===== src/rtl/sram_arb_ctrl_pkg.sv =====
// Shared types and constants for the SRAM arbiter: FSM encodings, byte-lane
// indices within a halfword, bus widths and the half-skip helper.
package sram_arb_ctrl_pkg;

   localparam int SRAM_DW = 16;   // SRAM data bus width
   localparam int LANE_LB = 0;    // lower byte lane of a halfword
   localparam int LANE_UB = 1;    // upper byte lane of a halfword

   // Word-level arbiter sequencing
   typedef enum logic [1:0] {
      ST_IDLE,
      ST_LOW,
      ST_HIGH,
      ST_DONE
   } arb_state_e;

   // Phases of one halfword SRAM access
   typedef enum logic [1:0] {
      PH_IDLE,
      PH_SETUP,
      PH_STROBE,
      PH_HOLD
   } half_phase_e;

   // Access attributes latched when leaving IDLE
   typedef struct packed {
      logic        mem;    // 1 = MEM port granted, 0 = IF port
      logic        we;
      logic [3:0]  sel;
      logic [31:0] wdata;
   } xfer_t;

   // A half is performed for every read, and for writes with any lane enabled
   function automatic logic half_en(input logic we, input logic [1:0] sel);
      return ~we | (|sel);
   endfunction

endpackage


===== src/rtl/sram_arb_ctrl_half_cycle.sv =====
// One halfword SRAM access: SETUP, STROBE for WAIT_CYCLES cycles, then HOLD.
// done_o is high during HOLD; a start_i seen in HOLD chains straight into the
// next SETUP so the two halves of a word run back to back.
module sram_arb_ctrl_half_cycle
   import sram_arb_ctrl_pkg::*;
#(
   parameter int WAIT_CYCLES = 1
) (
   input  logic               clk,
   input  logic               rst,
   input  logic               start_i,
   input  logic               we_i,
   input  logic [1:0]         sel_i,
   input  logic [SRAM_DW-1:0] wdata_i,
   input  logic [SRAM_DW-1:0] dq_i,
   output logic               ce_n_o,
   output logic               oe_n_o,
   output logic               we_n_o,
   output logic               lb_n_o,
   output logic               ub_n_o,
   output logic               dq_oe_o,
   output logic [SRAM_DW-1:0] dq_o,
   output logic               done_o,
   output logic [SRAM_DW-1:0] rdata_o
);

   localparam int CW = (WAIT_CYCLES > 1) ? $clog2(WAIT_CYCLES) : 1;
   localparam logic [CW-1:0] CNT_LAST = CW'(WAIT_CYCLES - 1);

   half_phase_e        ph_q, ph_d;
   logic [CW-1:0]      cnt_q, cnt_d;
   logic [SRAM_DW-1:0] rdata_q, rdata_d;
   logic               active;

   // Phase sequencing; read data is captured on the last strobe cycle
   always_comb begin
      ph_d    = ph_q;
      cnt_d   = cnt_q;
      rdata_d = rdata_q;
      case (ph_q)
         PH_IDLE:   if (start_i) ph_d = PH_SETUP;
         PH_SETUP: begin
            ph_d  = PH_STROBE;
            cnt_d = '0;
         end
         PH_STROBE: begin
            if (cnt_q == CNT_LAST) begin
               ph_d = PH_HOLD;
               if (!we_i) rdata_d = dq_i;
            end else begin
               cnt_d = cnt_q + 1'b1;
            end
         end
         PH_HOLD:   ph_d = start_i ? PH_SETUP : PH_IDLE;
         default:   ph_d = PH_IDLE;
      endcase
   end

   // Phase, wait counter and captured halfword
   always_ff @(posedge clk or negedge rst) begin
      if (!rst) begin
         ph_q    <= PH_IDLE;
         cnt_q   <= '0;
         rdata_q <= '0;
      end else begin
         ph_q    <= ph_d;
         cnt_q   <= cnt_d;
         rdata_q <= rdata_d;
      end
   end

   // Strobes decode straight from the phase register so reset forces them high
   assign active  = (ph_q != PH_IDLE);
   assign ce_n_o  = ~active;
   assign oe_n_o  = ~((ph_q == PH_STROBE) & ~we_i);
   assign we_n_o  = ~((ph_q == PH_STROBE) & we_i);
   assign lb_n_o  = ~(active & (~we_i | sel_i[LANE_LB]));
   assign ub_n_o  = ~(active & (~we_i | sel_i[LANE_UB]));
   assign dq_oe_o = active & we_i;
   assign dq_o    = dq_oe_o ? wdata_i : '0;
   assign done_o  = (ph_q == PH_HOLD);
   assign rdata_o = rdata_q;

endmodule


===== src/rtl/sram_arb_ctrl.sv =====
// Arbitrates the 16-bit SRAM between the fetch and MEM ports. MEM wins in
// IDLE; each word is done as a low then a high halfword access, with
// write halves skipped when both of their byte enables are clear.
module sram_arb_ctrl
   import sram_arb_ctrl_pkg::*;
#(
   parameter int SRAM_AW     = 19,
   parameter int WAIT_CYCLES = 1
) (
   input  logic               clk,
   input  logic               rst,
   input  logic               if_req,
   input  logic [31:0]        if_addr,
   output logic [31:0]        if_rdata,
   output logic               if_ack,
   input  logic               mem_req,
   input  logic               mem_we,
   input  logic [3:0]         mem_sel,
   input  logic [31:0]        mem_addr,
   input  logic [31:0]        mem_wdata,
   output logic [31:0]        mem_rdata,
   output logic               mem_ack,
   output logic               stallreq,
   output logic [SRAM_AW-1:0] sram_addr,
   input  logic [SRAM_DW-1:0] sram_dq_i,
   output logic [SRAM_DW-1:0] sram_dq_o,
   output logic               sram_dq_oe,
   output logic               sram_ce_n,
   output logic               sram_oe_n,
   output logic               sram_we_n,
   output logic               sram_ub_n,
   output logic               sram_lb_n
);

   arb_state_e         state_q, state_d;
   xfer_t              xfer_q, xfer_d;
   logic [SRAM_AW-2:0] waddr_q, waddr_d;
   logic [SRAM_DW-1:0] rd_lo_q, rd_lo_d;
   logic [31:0]        if_rdata_q, if_rdata_d;
   logic [31:0]        mem_rdata_q, mem_rdata_d;

   logic               hc_start, hc_done, half_hi;
   logic [1:0]         hc_sel;
   logic [SRAM_DW-1:0] hc_wdata, hc_rdata;
   logic               unused_addr_bits;

   // Arbitration, half ordering with write-lane skip, and read data assembly
   always_comb begin
      state_d     = state_q;
      xfer_d      = xfer_q;
      waddr_d     = waddr_q;
      rd_lo_d     = rd_lo_q;
      if_rdata_d  = if_rdata_q;
      mem_rdata_d = mem_rdata_q;
      hc_start    = 1'b0;
      case (state_q)
         ST_IDLE: begin
            if (mem_req | if_req) begin
               xfer_d.mem   = mem_req;
               xfer_d.we    = mem_req & mem_we;
               xfer_d.sel   = mem_req ? mem_sel : 4'hF;
               xfer_d.wdata = mem_req ? mem_wdata : '0;
               waddr_d      = mem_req ? mem_addr[SRAM_AW:2] : if_addr[SRAM_AW:2];
               if (half_en(xfer_d.we, xfer_d.sel[1:0])) begin
                  state_d  = ST_LOW;
                  hc_start = 1'b1;
               end else if (half_en(xfer_d.we, xfer_d.sel[3:2])) begin
                  state_d  = ST_HIGH;
                  hc_start = 1'b1;
               end else begin
                  state_d  = ST_DONE;
               end
            end
         end
         ST_LOW: begin
            if (hc_done) begin
               rd_lo_d = hc_rdata;
               if (half_en(xfer_q.we, xfer_q.sel[3:2])) begin
                  state_d  = ST_HIGH;
                  hc_start = 1'b1;
               end else begin
                  state_d  = ST_DONE;
               end
            end
         end
         ST_HIGH: begin
            if (hc_done) begin
               state_d = ST_DONE;
               if (!xfer_q.we) begin
                  if (xfer_q.mem) mem_rdata_d = {hc_rdata, rd_lo_q};
                  else            if_rdata_d  = {hc_rdata, rd_lo_q};
               end
            end
         end
         ST_DONE:  state_d = ST_IDLE;
         default:  state_d = ST_IDLE;
      endcase
   end

   // Arbiter state, latched access and returned read words
   always_ff @(posedge clk or negedge rst) begin
      if (!rst) begin
         state_q     <= ST_IDLE;
         xfer_q      <= '0;
         waddr_q     <= '0;
         rd_lo_q     <= '0;
         if_rdata_q  <= '0;
         mem_rdata_q <= '0;
      end else begin
         state_q     <= state_d;
         xfer_q      <= xfer_d;
         waddr_q     <= waddr_d;
         rd_lo_q     <= rd_lo_d;
         if_rdata_q  <= if_rdata_d;
         mem_rdata_q <= mem_rdata_d;
      end
   end

   assign half_hi  = (state_q == ST_HIGH);
   assign hc_sel   = half_hi ? xfer_q.sel[3:2] : xfer_q.sel[1:0];
   assign hc_wdata = half_hi ? xfer_q.wdata[31:16] : xfer_q.wdata[15:0];

   sram_arb_ctrl_half_cycle #(
      .WAIT_CYCLES (WAIT_CYCLES)
   ) u_half (
      .clk     (clk),
      .rst     (rst),
      .start_i (hc_start),
      .we_i    (xfer_q.we),
      .sel_i   (hc_sel),
      .wdata_i (hc_wdata),
      .dq_i    (sram_dq_i),
      .ce_n_o  (sram_ce_n),
      .oe_n_o  (sram_oe_n),
      .we_n_o  (sram_we_n),
      .lb_n_o  (sram_lb_n),
      .ub_n_o  (sram_ub_n),
      .dq_oe_o (sram_dq_oe),
      .dq_o    (sram_dq_o),
      .done_o  (hc_done),
      .rdata_o (hc_rdata)
   );

   assign sram_addr = {waddr_q, half_hi};
   assign if_ack    = (state_q == ST_DONE) & ~xfer_q.mem;
   assign mem_ack   = (state_q == ST_DONE) & xfer_q.mem;
   assign if_rdata  = if_rdata_q;
   assign mem_rdata = mem_rdata_q;
   assign stallreq  = rst & (if_req | mem_req) & ~(if_ack | mem_ack);

   // Byte-offset and above-SRAM address bits carry no information here
   assign unused_addr_bits = ^{if_addr[31:SRAM_AW+1], if_addr[1:0],
                               mem_addr[31:SRAM_AW+1], mem_addr[1:0]};

endmodule

===== config.mk =====
export PLATFORM = sky130hd
export DESIGN_NAME = sram_arb_ctrl
export DESIGN_NICKNAME = d
export VERILOG_FILES = /design/src/rtl/sram_arb_ctrl_pkg.sv /design/src/rtl/sram_arb_ctrl_half_cycle.sv /design/src/rtl/sram_arb_ctrl.sv
export SDC_FILE = /design/constraint.sdc
export NUM_CORES = 1
export LEC_CHECK = 0
export CELL_PAD_IN_SITES_DETAIL_PLACEMENT = 1
export CELL_PAD_IN_SITES_GLOBAL_PLACEMENT = 2
export CORE_MARGIN = 1.5
export CORE_UTILIZATION = 29
export DETAILED_ROUTE_END_ITERATION = 12
export PLACE_DENSITY = 0.82
export SLEW_MARGIN = 5
export SYNTH_ARGS = -nofsm -noshare
export SYNTH_HDL_FRONTEND = slang
export SYNTH_HIERARCHICAL = 1
export SYNTH_SLANG_ARGS = --single-unit

===== constraint.sdc =====
create_clock -name clk -period 2.3 [get_ports clk]
set_clock_uncertainty 0.2 [all_clocks]
set_input_delay 0.46 -clock clk [delete_from_list [all_inputs] [get_ports clk]]
set_output_delay 0.46 -clock clk [all_outputs]
set_load 0.005 [all_outputs]

**Yosys cells after proc, flatten, opt, wreduce, memory -nomap -nowiden**

Index checks and enable logic that the tools add are counted.

- Flip-flop bits (word level): 157
- Bits in latches: 0
- Memory bits (writable): 0
- Bits in read-only memories: 0
- Input bits: 121
- Output and inout port bits: 108
- Logic and storage cells: 90
- Memories: 0

- $add $sub $neg: 1
- $mul: 0
- Divide/modulo/power cells: 0
- Magnitude comparators: 0
- Equality and inequality tests: 11
- Shift-type cells: 0
- Mux-type cells: 25
- Bitwise logic cells: 27
- Reduce and logical (&&, ||, !) cells: 14

Operators by type and width:

| operator | number |
|---|---|
| 2-to-1 mux 16 bit | 2 |
| 2-to-1 mux 32 bit | 1 |
| 2-to-1 mux 18 bit | 1 |
| one-hot mux 2 bit (4 select lines) | 2 |
| 2-to-1 mux 2 bit | 7 |
| AND 1 bit | 10 |
| NOT 1 bit | 10 |
| 2-to-1 mux 1 bit | 9 |
| == test 2 bit (second input constant) | 4 |
| != test 2 bit (second input constant) | 4 |
| AND reduction 4 bit | 2 |
| bitwise OR 1 bit | 7 |
| AND reduction 2 bit | 3 |
| AND reduction 3 bit | 2 |
| OR reduction 2 bit | 3 |
| == test 2 x 1 -> 1 bit (second input constant) | 2 |
| zero test 2 bit | 2 |
| 2-to-1 mux 4 bit | 1 |
| one-hot mux 1 bit (2 select lines) | 2 |
| nonzero test 2 bit | 2 |
| != test 2 x 1 -> 1 bit (second input constant) | 1 |
| adder 1 bit (second input constant) | 1 |

**Depth between registers and ports, before layout**

- Depth after elaboration: 9
- Mapped depth: 8
- Gate-level depth less buffers: 6

**Cells and area by module**

The synthesis kept the hierarchy.

Modules (own cells, without submodules):

| module | times used | cells an instance | area an instance (um^2) | sequential area each (um^2) |
|---|---|---|---|---|
| sram_arb_ctrl | 1 | 461 | 5928.2 | 3453.3 |
| sram_arb_ctrl_half_cycle | 1 | 72 | 930.9 | 450.4 |

**Least setup slack after synthesis**

Ideal clock, no wire load.

- Path type: register to output
- Start: register state_q[0]
- End: output sram_lb_n
- Data arrival time: 1.419 ns
- Data required time: 1.640 ns
- Path slack: 0.221 ns
- Cell stages (with the launch flop): 7
- Buffers on the path: 1
- Path through: dfrtp_1 inv_1 ha_1 buf_2 mux2_2 inv_1 a21o_1

- Word-level cells in the longest chain between the ends: 5

Ends and longest elaborated chain:

| element | line | text |
|---|---|---|
| from (decl) | sram_arb_ctrl.sv:35 | `arb_state_e state_q, state_d;` |
| from (signal assigned) | sram_arb_ctrl.sv:110 | `state_q <= state_d;` |
| == test 2 bit | sram_arb_ctrl.sv:119 | `assign half_hi = (state_q == ST_HIGH);` |
| net half_hi | sram_arb_ctrl.sv:42 | `logic hc_start, hc_done, half_hi;` |
| 2-to-1 mux 2 bit | sram_arb_ctrl.sv:120 | `assign hc_sel = half_hi ? xfer_q.sel[3:2] : xfer_q.sel[1:0];` |
| net hc_sel[0] | sram_arb_ctrl.sv:43 | `logic [1:0] hc_sel;` |
| bitwise OR 1 bit | sram_arb_ctrl_half_cycle.sv:77 | `assign lb_n_o = ~(active & (~we_i \| sel_i[LANE_LB]));` |
| AND 1 bit | sram_arb_ctrl_half_cycle.sv:77 |  |
| NOT 1 bit | sram_arb_ctrl_half_cycle.sv:77 |  |
| to (decl) | sram_arb_ctrl.sv:32 | `output logic sram_lb_n` |

The timed path passes the listed nets, and every way through them passes these cells.

**Worst setup path in the final report**

- Start: register state_q[0]
- End: output sram_dq_o[2]

- Word-level cells in the longest chain between the ends: 3

Ends and longest elaborated chain:

| element | line | text |
|---|---|---|
| == test 2 bit | sram_arb_ctrl.sv:119 |  |
| 2-to-1 mux 16 bit | sram_arb_ctrl.sv:121 | `assign hc_wdata = half_hi ? xfer_q.wdata[31:16] : xfer_q.wdata[15:0];` |
| net hc_wdata[2] | sram_arb_ctrl.sv:44 | `logic [SRAM_DW-1:0] hc_wdata, hc_rdata;` |
| 2-to-1 mux 16 bit | sram_arb_ctrl_half_cycle.sv:80 | `assign dq_o = dq_oe_o ? wdata_i : '0;` |
| to (decl) | sram_arb_ctrl.sv:26 | `output logic [SRAM_DW-1:0] sram_dq_o,` |

The timed path passes the listed nets, and every way through them passes these cells.

==> impl_metrics.ini <==
[synth]
synth_cell_type_count = 35
synth-seq-cells = 156
avgSynthCellArea_um2 = 12.9
netlist_instances = 533
synth_top_area_cell = dfrtp_1
synth_nets = 663
yosys_warnings = 6
yosys.area.top_type_share = 0.569
yosys-top-cells-area = dfrtp_1 (57%), mux2_2 (12%), mux2_4 (8.5%)
syn_area_um2 = 6860
ys_seq_area_frac = 0.569

[place]
gp_congestion = 0.754
port_buffers = 200
dp_cells = 1047
hpwl_um = 13600
post_dp_cell_area_um2 = 9320
place_ws_ps = -197

[timing]
finalSetupViolations = 18
setup_ws_ps = -259
finalCritPeriodShare = 1.11
hold_ws_ps = 4.55
max_slew_margin = 0.427
rsz0062_at_grt = yes
fin_crit_ps = 2560
finalHoldViolations = 0
fmax_ghz = 0.391
slew_violations = 0
worst_pin_slew_ps = 859

[setup_path]
critPathKind = flip-flop to output port
path_cells = inv_2 > ha_4 > buf_6 > buf_12 > mux2_4 > and2_4 > buf_6
crit_top_cell = buf_6
critPathRequiredTime_ps = 1640
crit-reg2reg-launch = state_q[0]
cp-start-kind = flip-flop
rr_endpoint = if_rdata[1]
r2r_cells = 8
cp_max_fo = 5
cp.arrival_ps = 1900
ff2ff_setup_slack_ps = 30
cp_slowest_cell = dfrtp_1
cp-end-kind = output port
slowest_delay_ps = 390

[grt]
antenna_found_initial = 0
grt_pass1_wl_um = 31900
grt_remaining_overflow = 0
grt_start_max_net_pins = 157
grt_use_total = 0.173
first_global_vias = 5662

[floorplanning]
start_util = 0.294
die_height_um = 157
core.rowCount = 56
die_x_um = 157
core_region_area_um2 = 23300
die_area_um2 = 24600
io_pins = 229

[outcome]
status = finished, violations left
failed_checks = setup timing

[layout]
final_cell_mix = clkdlybuf4s50_1 (172), dfrtp_1 (156), nand2_1 (91), mux2_2 (58), mux2_4 (57)
finalNetCount = 897
final_common_cell = clkdlybuf4s50_1
fin_area_um2 = 10400
area.growth.synth_to_final_pct = 51.0
stdcell_count = 1099
antennaDiodeCount = 0
drive_gt1_frac = 0.324

[drt]
dr.pass1.iters = 4
via_count = 4943
drc = 0
drtAntennaViolNets = 0
vias_per_cell = 4.50
wl_per_cell_um = 18.5
totalWireLength_um = 20400
drt_iter0_drc = 129

[clocking]
htree_levels = 4
clk_latency_ps = 420
cts_tree = built
clkTransAtPathRegs_ps = 70
clock-sinks = 156
root_buffer = clkbuf_16
numCtsBuffers = 17
clock_path_buffers = 2

[run]
max-cap-violations = 0

[power]
powerDensity_nw_per_um2 = 1300
p_total_mw = 13.5
ir_drop_mv = 0.390
p_leak_nw = 4.78

[hold_path]
holdCritPathClass = input pin to async pin
[per-stage QoR]
| step | setup TNS [ps] | utilization |
|---|---|---|
| 6_report | -3810 | 0.444 |
| 3_5_place_dp | -3360 | 0.400 |
| 2_1_floorplan | 0 | - |
| 4_1_cts | -4440 | 0.440 |
| 5_1_grt | -5240 | 0.444 |
| 3_3_place_gp | -2810 | 0.400 |
[sequential cells by signal (all words and copies together) (netlist names)]
signal,count
u_half/rdata_o,16
mem_rdata,32
waddr_q,18
state_q,2
if_rdata,32
xfer_q,38
u_half/ph_q,2
rd_lo_q,16
[cells in the mapped netlist (all sizes together)]
library cell  instances
a21o                  2
a21oi                 1
a22o                  1
a32o                  1
and2                 17
and2b                 1
and4bb                1
buf                  28
clkbuf                5
dfrtp               156
ha                    9
inv                   7
mux2                115
mux2i                21
nand2                92
nand2b                1
nand3                32
nand4b                1
nand4bb               1
nor2                  3
nor2b                 6
nor3b                 3
nor4bb                1
o21a                  1
o21ai                23
o221ai                1
o22ai                 1
o2bb2ai               1
or2                   1
[worst max path at each step]
stage | startpoint | end | slack, ps | cells after the start
after detailed placement | state_q[0] | sram_lb_n | -200 | 7
final | state_q[0] | sram_dq_o[2] | -260 | 7
after global placement | state_q[0] | sram_ub_n | -170 | 7
after global routing | state_q[0] | sram_lb_n | -330 | 8
after floorplan | state_q[0] | sram_lb_n | 220 | 6
after CTS | state_q[1] | sram_dq_o[2] | -350 | 7
[critical path: cells and delay by family (launching register included)]
family	cells	cell delay, ps
adders and majority gates	1	180
buffers and inverters	4	470
DFF	1	390
muxes	1	300
and+or+nand+nor	1	140
[timing repair]
item                                    CTS  global route
pin swaps                                 6             6
resized for setup                       151            27
hold buffers                              0             0
cloned                                    4             0
setup buffers                            13             6
endpoints found under the setup margin   26            53
[cells by family (layout without fill, tap and decap cells)]
kind of cell,after synthesis,after routing,synth area share
mux,136,136,0.241
flops,156,156,0.569
fa+ha+maj,9,9,0.0164
buf+inv,40,287,0.0374
simple gates,160,160,0.109
compound gates,32,32,0.0275
[layer usage]
layer / track usage / part of all wire
met1: 0.196 / 0.42
met2: 0.307 / 0.50
met3: 0.0656 / 0.073
met4: 0.0349 / 0.0073
met5: 0 / 0
[where the power goes]
| group | switching, mW | total [mW] | internal, mW |
|---|---|---|---|
| combinational | 2.26 | 5.87 | 3.60 |
| sequential | 0.838 | 4.78 | 3.94 |
| clock | 1.21 | 2.84 | 1.63 |
[layout make-up]
class	instances	area [um2]
fillers	2427	13000
flip-flops and latches	156	3900
multi-input cells	337	2890
repair buffers	248	2550
clock buffers	19	433
well taps	319	399
clock inverters	13	153
inverters	7	26.3
Power figures use the tool's default switching activity.
